--- src/rtl/pipe_hazard_ctrl_pkg.sv ---
`default_nettype none
// +----------------------------------------------------------------------+
// | pipe_hazard_ctrl_pkg : shared types/constants for the hazard control |
// | rev 1.0                                                              |
// +----------------------------------------------------------------------+
package pipe_hazard_ctrl_pkg;

  typedef enum logic [0:0] {
    ST_RUN    = 1'b0,
    ST_FPWAIT = 1'b1
  } state_t;

  localparam logic [1:0] WBSRC_MEM      = 2'b01;
  localparam int         FP_LAT_DEFAULT = 4;

endpackage
`default_nettype wire

--- src/rtl/pipe_hazard_cmp.sv ---
`default_nettype none
// +----------------------------------------------------------------------+
// | pipe_hazard_cmp : load-use hazard comparator between ID and EX       |
// | rev 1.0                                                              |
// +----------------------------------------------------------------------+
module pipe_hazard_cmp
  import pipe_hazard_ctrl_pkg::*;
(
  input  logic       i_id_valid,
  input  logic [4:0] i_id_rs,
  input  logic [4:0] i_id_rt,
  input  logic       i_id_uses_rs,
  input  logic       i_id_uses_rt,
  input  logic       i_ex_rwrite,
  input  logic [1:0] i_ex_wbsrc,
  input  logic [4:0] i_ex_dst,
  output logic       o_ld_hz
);

  logic w_ex_is_load;
  logic w_src_match;

  // r0 is hardwired zero, so a load into it never creates a dependency
  assign w_ex_is_load = i_ex_rwrite && (i_ex_wbsrc == WBSRC_MEM) && (i_ex_dst != 5'd0);
  assign w_src_match  = (i_id_uses_rs && (i_id_rs == i_ex_dst)) ||
                        (i_id_uses_rt && (i_id_rt == i_ex_dst));
  assign o_ld_hz      = w_ex_is_load && i_id_valid && w_src_match;

endmodule
`default_nettype wire

--- src/rtl/pipe_hazard_ctrl.sv ---
`default_nettype none
// +----------------------------------------------------------------------+
// | pipe_hazard_ctrl : stall/flush control for load-use, branch, float   |
// | rev 1.0                                                              |
// +----------------------------------------------------------------------+
module pipe_hazard_ctrl
  import pipe_hazard_ctrl_pkg::*;
#(
  parameter int FP_LAT = FP_LAT_DEFAULT
) (
  input  logic        clk,
  input  logic        rst_n,
  input  logic        id_valid,
  input  logic [4:0]  id_rs,
  input  logic [4:0]  id_rt,
  input  logic        id_uses_rs,
  input  logic        id_uses_rt,
  input  logic        id_float,
  input  logic        ex_rwrite,
  input  logic [1:0]  ex_wbsrc,
  input  logic [4:0]  ex_dst,
  input  logic        ex_branch_taken,
  input  logic        cnt_clr,
  output logic        pc_en,
  output logic        ifid_en,
  output logic        ifid_flush,
  output logic        idex_bubble,
  output logic        fp_start,
  output logic        fp_done,
  output logic        fp_busy,
  output logic [15:0] stall_cnt
);

  localparam logic [3:0] c_LAT_LOAD = 4'(FP_LAT - 1);

  state_t      r_state;
  logic [3:0]  r_lat_cnt;
  logic [15:0] r_stall_cnt;
  logic        w_ld_hz;

  pipe_hazard_cmp u_cmp (
    .i_id_valid   (id_valid),
    .i_id_rs      (id_rs),
    .i_id_rt      (id_rt),
    .i_id_uses_rs (id_uses_rs),
    .i_id_uses_rt (id_uses_rt),
    .i_ex_rwrite  (ex_rwrite),
    .i_ex_wbsrc   (ex_wbsrc),
    .i_ex_dst     (ex_dst),
    .o_ld_hz      (w_ld_hz)
  );

  // Outputs are gated by rst_n so the pipeline sees a clean "run" while held in reset
  always_comb begin
    pc_en       = 1'b1;
    ifid_en     = 1'b1;
    ifid_flush  = 1'b0;
    idex_bubble = 1'b0;
    fp_start    = 1'b0;
    fp_done     = 1'b0;
    fp_busy     = 1'b0;
    if (rst_n) begin
      case (r_state)
        ST_RUN: begin
          if (ex_branch_taken) begin
            ifid_flush  = 1'b1;
            idex_bubble = 1'b1;
          end else if (w_ld_hz) begin
            pc_en       = 1'b0;
            ifid_en     = 1'b0;
            idex_bubble = 1'b1;
          end else if (id_valid && id_float) begin
            fp_start    = 1'b1;
          end
        end
        ST_FPWAIT: begin
          pc_en       = 1'b0;
          ifid_en     = 1'b0;
          idex_bubble = 1'b1;
          fp_busy     = 1'b1;
          fp_done     = (r_lat_cnt == 4'd1);
        end
        default: ;
      endcase
    end
  end

  always_ff @(posedge clk or negedge rst_n) begin
    if (!rst_n) begin
      r_state     <= ST_RUN;
      r_lat_cnt   <= 4'd0;
      r_stall_cnt <= 16'd0;
    end else begin
      case (r_state)
        ST_RUN: begin
          if (fp_start) begin
            r_state   <= ST_FPWAIT;
            r_lat_cnt <= c_LAT_LOAD;
          end
        end
        ST_FPWAIT: begin
          r_lat_cnt <= r_lat_cnt - 4'd1;
          if (r_lat_cnt == 4'd1) r_state <= ST_RUN;
        end
        default: r_state <= ST_RUN;
      endcase

      if (cnt_clr)
        r_stall_cnt <= 16'd0;
      else if (!pc_en && (r_stall_cnt != 16'hFFFF))
        r_stall_cnt <= r_stall_cnt + 16'd1;
    end
  end

  assign stall_cnt = r_stall_cnt;

endmodule
`default_nettype wire

--- config.mk ---
export PLATFORM = sky130hd
export DESIGN_NAME = pipe_hazard_ctrl
export DESIGN_NICKNAME = d
export VERILOG_FILES = /design/src/rtl/pipe_hazard_ctrl_pkg.sv /design/src/rtl/pipe_hazard_cmp.sv /design/src/rtl/pipe_hazard_ctrl.sv
export SDC_FILE = /design/constraint.sdc
export NUM_CORES = 1
export LEC_CHECK = 0
export ABC_CLOCK_PERIOD_IN_PS = 1800
export BUFFER_PORTS_ARGS = -buffer_cell sky130_fd_sc_hd__buf_2
export CAP_MARGIN = 25
export CELL_PAD_IN_SITES_DETAIL_PLACEMENT = 1
export CELL_PAD_IN_SITES_GLOBAL_PLACEMENT = 1
export CORE_AREA = 3 3 71 73
export DETAILED_ROUTE_END_ITERATION = 12
export DIE_AREA = 0 0 74 76
export HOLD_SLACK_MARGIN = 0.15
export PLACE_DENSITY = 0.72
export SLEW_MARGIN = 20
export SYNTH_ARGS = -nofsm -noshare
export SYNTH_HDL_FRONTEND = slang
export SYNTH_SLANG_ARGS = --single-unit
--- constraint.sdc ---
create_clock -name clk -period 1.8 [get_ports clk]
set_input_delay 0.18 -clock clk [delete_from_list [all_inputs] [get_ports clk]]
set_output_delay 0.18 -clock clk [all_outputs]
set_load 0.02 [all_outputs]
==> results.py <==
metrics = {
    "route": {
        "route.detailed.drc": 0,
        "ant_nets": 0,
        "avgRoutedWirePerCell_um": 16.8,
        "via_per_inst": 5.38,
        "vias": 1576,
        "drtPass1Iterations": 4,
        "wl_mm": 4.92,
        "drt_iter0_drc": 41,
    },
    "setup_path": {
        "critPathMaxFanout": 10,
        "crit_path_start": "stall_cnt[9]$_DFFE_PN0P_",
        "crit_chain": "nand4_1 -> nor3_4 -> buf_4 -> a31o_4 -> or4_4 -> a21oi_2",
        "path_buf_inv": 1,
        "worstReg2RegStart": "stall_cnt[9]$_DFFE_PN0P_",
        "max_stage_delay_ns": 0.49,
        "crit_path_start_kind": "flop",
        "rr_worst_depth": 6,
        "crit_arrival_ns": 2.00,
        "cp_top_family": "simple AND/OR/NAND/NOR gates",
        "cp.depth": 6,
        "worstSetupEndpoint": "stall_cnt[10]$_DFFE_PN0P_",
        "reg2reg_to": "stall_cnt[10]$_DFFE_PN0P_",
        "crit_type": "reg -> reg",
        "cp-end-kind": "flop",
        "regToRegSetupSlack_ns": 0.009,
        "required_ns": 2.00,
        "cpMaxStageDelayCell": "or4_4",
    },
    "finish": {
        "nFillCells": 523,
        "drive_above_1_share_pct": 57.3,
        "seqCellArea_um2": 532,
        "layout_commonest_cell": "buf_2",
        "multi_input_area_mm2": 0.00103,
        "layout.nets": 271,
        "num_antenna_cells": 0,
        "fin_util_pct": 52.2,
        "fin_area_mm2": 0.00230,
        "final_cell_mix": "buf_2 (45), buf_4 (38), dfrtp_1 (16), xnor2_1 (10), o31ai_1 (8)",
        "area_delta_synth_final_pct": 57.9,
    },
    "timing": {
        "worst_pin_slew_ns": 0.516,
        "setup_violations": 0,
        "tns_ns": 0,
        "maxSlewViolCount": 0,
        "finClkSkew_ns": 0.00744,
        "clock.fmax_mhz": 558,
        "final-hold-violation-count": 0,
        "fin_crit_ns": 1.79,
        "worst_slew_margin_rel_pct": 65.6,
        "rsz0062_at_grt": "true",
        "finalCritPeriodShare_pct": 99.5,
    },
    "floorplanning": {
        "core_area_mm2": 0.00441,
        "io_pins": 49,
        "die_w_um": 74,
        "die-area_mm2": 0.00562,
        "die_y_um": 76,
        "initial_core_util_pct": 33.0,
        "rows": 24,
    },
    "synthesis": {
        "synth_top_area_share_pct": 36.1,
        "synth_mux_area_share_pct": 5.58,
        "synth_compound_area_share_pct": 16.5,
        "synthSimpleGateAreaFrac_pct": 26.5,
        "synth-seq-cells": 21,
        "synth_top_family_by_area": "simple AND/OR/NAND/NOR gates",
        "synth-edff-count": 0,
        "synth_flop_cell": "dfrtp_1",
        "synth-xor-area-share_pct": 7.21,
        "synth_fa_ha_area_share_pct": 2.58,
        "ys_types": 44,
        "syn_inst": 153,
        "syn_nets": 182,
        "ys_async_sr_fraction_pct": 100,
        "synth_area_per_cell_um2": 9.53,
        "yosysSeqAreaShare_pct": 36.1,
        "netlist_area_mm2": 0.00146,
        "yosys.area.top_type": "dfrtp_1",
        "ys_top_cells_by_area": "dfrtp_1 (36%), xnor2_1 (6.0%), or4_1 (4.6%)",
        "synth_warnings": 0,
    },
    "power_and_ir_drop": {
        "leakagePower_nw": 1.08,
        "design_power_total_w": 0.00161,
        "pwr-share-seq_pct": 36.0,
        "p_clk_share_pct": 20.8,
        "p_int_w": 0.00101,
        "swShare_pct": 37.4,
        "switchingPower_w": 0.000603,
        "p_comb_share_pct": 43.2,
        "vdd_ir_drop_max_v": 0.000343,
        "power_density_mw_per_mm2": 700,
    },
    "global_route": {
        "track_usage_pct": 16.8,
        "grt_pass1_wl_mm": 7.65,
        "antenna_found_initial": 0,
        "first_global_vias": 1608,
        "gr-total-overflow": 0,
        "grt_max_degree": 22,
    },
    "clocking": {
        "h-tree-depth": 1,
        "cts_tree": "yes",
        "clk_pin_slew_ns": 0.09,
        "clk_path_buf_depth": 2,
        "cts_root_buf": "clkbuf_8",
        "cts_sinks": 21,
        "clkLatencyLatePin_ns": 0.27,
        "cts_made_buffers": 3,
    },
    "placement": {
        "post_dp_cell_area_mm2": 0.00201,
        "dp_hpwl_mm": 3.26,
        "gp_congestion": 0.754,
        "port_buffers": 48,
    },
    "run": {
        "maxCapViolCount": 0,
    },
    "run_status": {
        "status": "finished, final reports clean",
    },
    "min_path": {
        "hold_path.class": "in -> async",
    },
}
-- worst min-delay path by stage --
stage / from / to / slack [ns] / cells after the start
CTS: cnt_clr / stall_cnt[6]$_DFFE_PN0P_ / 0.34 / 2
detailed placement: rst_n / r_lat_cnt[2]$_DFFE_PN0P_ / 0.20 / 2
global route: rst_n / r_lat_cnt[0]$_DFFE_PN0P_ / 0.19 / 3
finish: rst_n / r_lat_cnt[2]$_DFFE_PN0P_ / 0.12 / 3
floorplan: rst_n / r_lat_cnt[0]$_DFFE_PN0P_ / -0.12 / 0
global placement: rst_n / r_lat_cnt[2]$_DFFE_PN0P_ / 0.20 / 2
-- power groups by stage --
stage / logic [W] / registers (W) / clock network, W
4_1_cts: 0.000654 / 0.000579 / 0.000351
5_1_grt: 0.000767 / 0.000588 / 0.000363
3_3_place_gp: 0.000605 / 0.000585 / 0
2_1_floorplan: 0.000405 / 0.000581 / 0
3_5_place_dp: 0.000622 / 0.000589 / 0
6_report: 0.000697 / 0.000580 / 0.000336
-- worst min-delay path, delay by kind of cell --
family   cells  cell delay, ns
buf+inv      3            0.68
-- registers in the layout, summed over array words and instances, names as in the netlist --
| name | cells |
|---|---|
| r_lat_cnt | 4 |
| r_state | 1 |
| stall_cnt | 16 |
-- logic make-up (layout without fill, tap and decap cells) --
kind of cell	after synthesis	after routing
AOI/OAI and AO/OA	33	35
xor gates and xnor gates	12	12
adders and majority gates	3	3
buffers and inverters	15	101
DFF	21	21
muxes	6	6
and+or+nand+nor	63	63
-- Yosys cell counts (3+ instances only) --
master,number
a21oi_1,10
dfrtp_1,21
ha_1,3
inv_1,7
mux2_4,4
nand2_1,8
nand3_1,8
nand4_1,6
nor2_1,8
nor2b_1,6
nor3_1,5
nor4_2,3
o31ai_1,8
or4_1,9
xnor2_1,10
-- layout make-up --
cell class | instances | share of cell area [%]
clock buffer | 3 | 1.79
clock inverter | 1 | 0.326
inverter | 7 | 1.14
multi-input combinational | 119 | 44.7
sequential | 21 | 23.1
tap | 52 | 2.83
timing repair buffer | 90 | 26.1
-- metal layers --
layer	up-vias	global-route usage, %	routed length, um
li1	748	-	-
met1	781	21.5	2090
met2	42	28.8	2500
met3	5	2.90	294
met4	0	3.99	42
met5	-	0	0
-- through the flow --
step / hold slack (ns) / setup slack, ns / cells
2_1_floorplan: -0.116 / -0.0669 / 153
3_3_place_gp: 0.202 / -0.0814 / 277
3_5_place_dp: 0.203 / -0.120 / 277
4_1_cts: 0.337 / -0.0368 / 287
5_1_grt: 0.189 / -0.0758 / 293
6_report: 0.124 / 0.00856 / 293
-- repair_timing --
| item | 4_1_cts | 5_1_grt |
|---|---|---|
| resized for setup | 7 | 31 |
| hold endpoints to repair | 21 | 0 |
| hold buffers | 1 | 0 |
| gates cloned | 2 | 0 |
| pin swaps | 5 | 18 |
| endpoints found under the setup margin | 12 | 16 |
| setup buffers | 3 | 6 |
No activity file was read; power rests on OpenSTA's default activity.
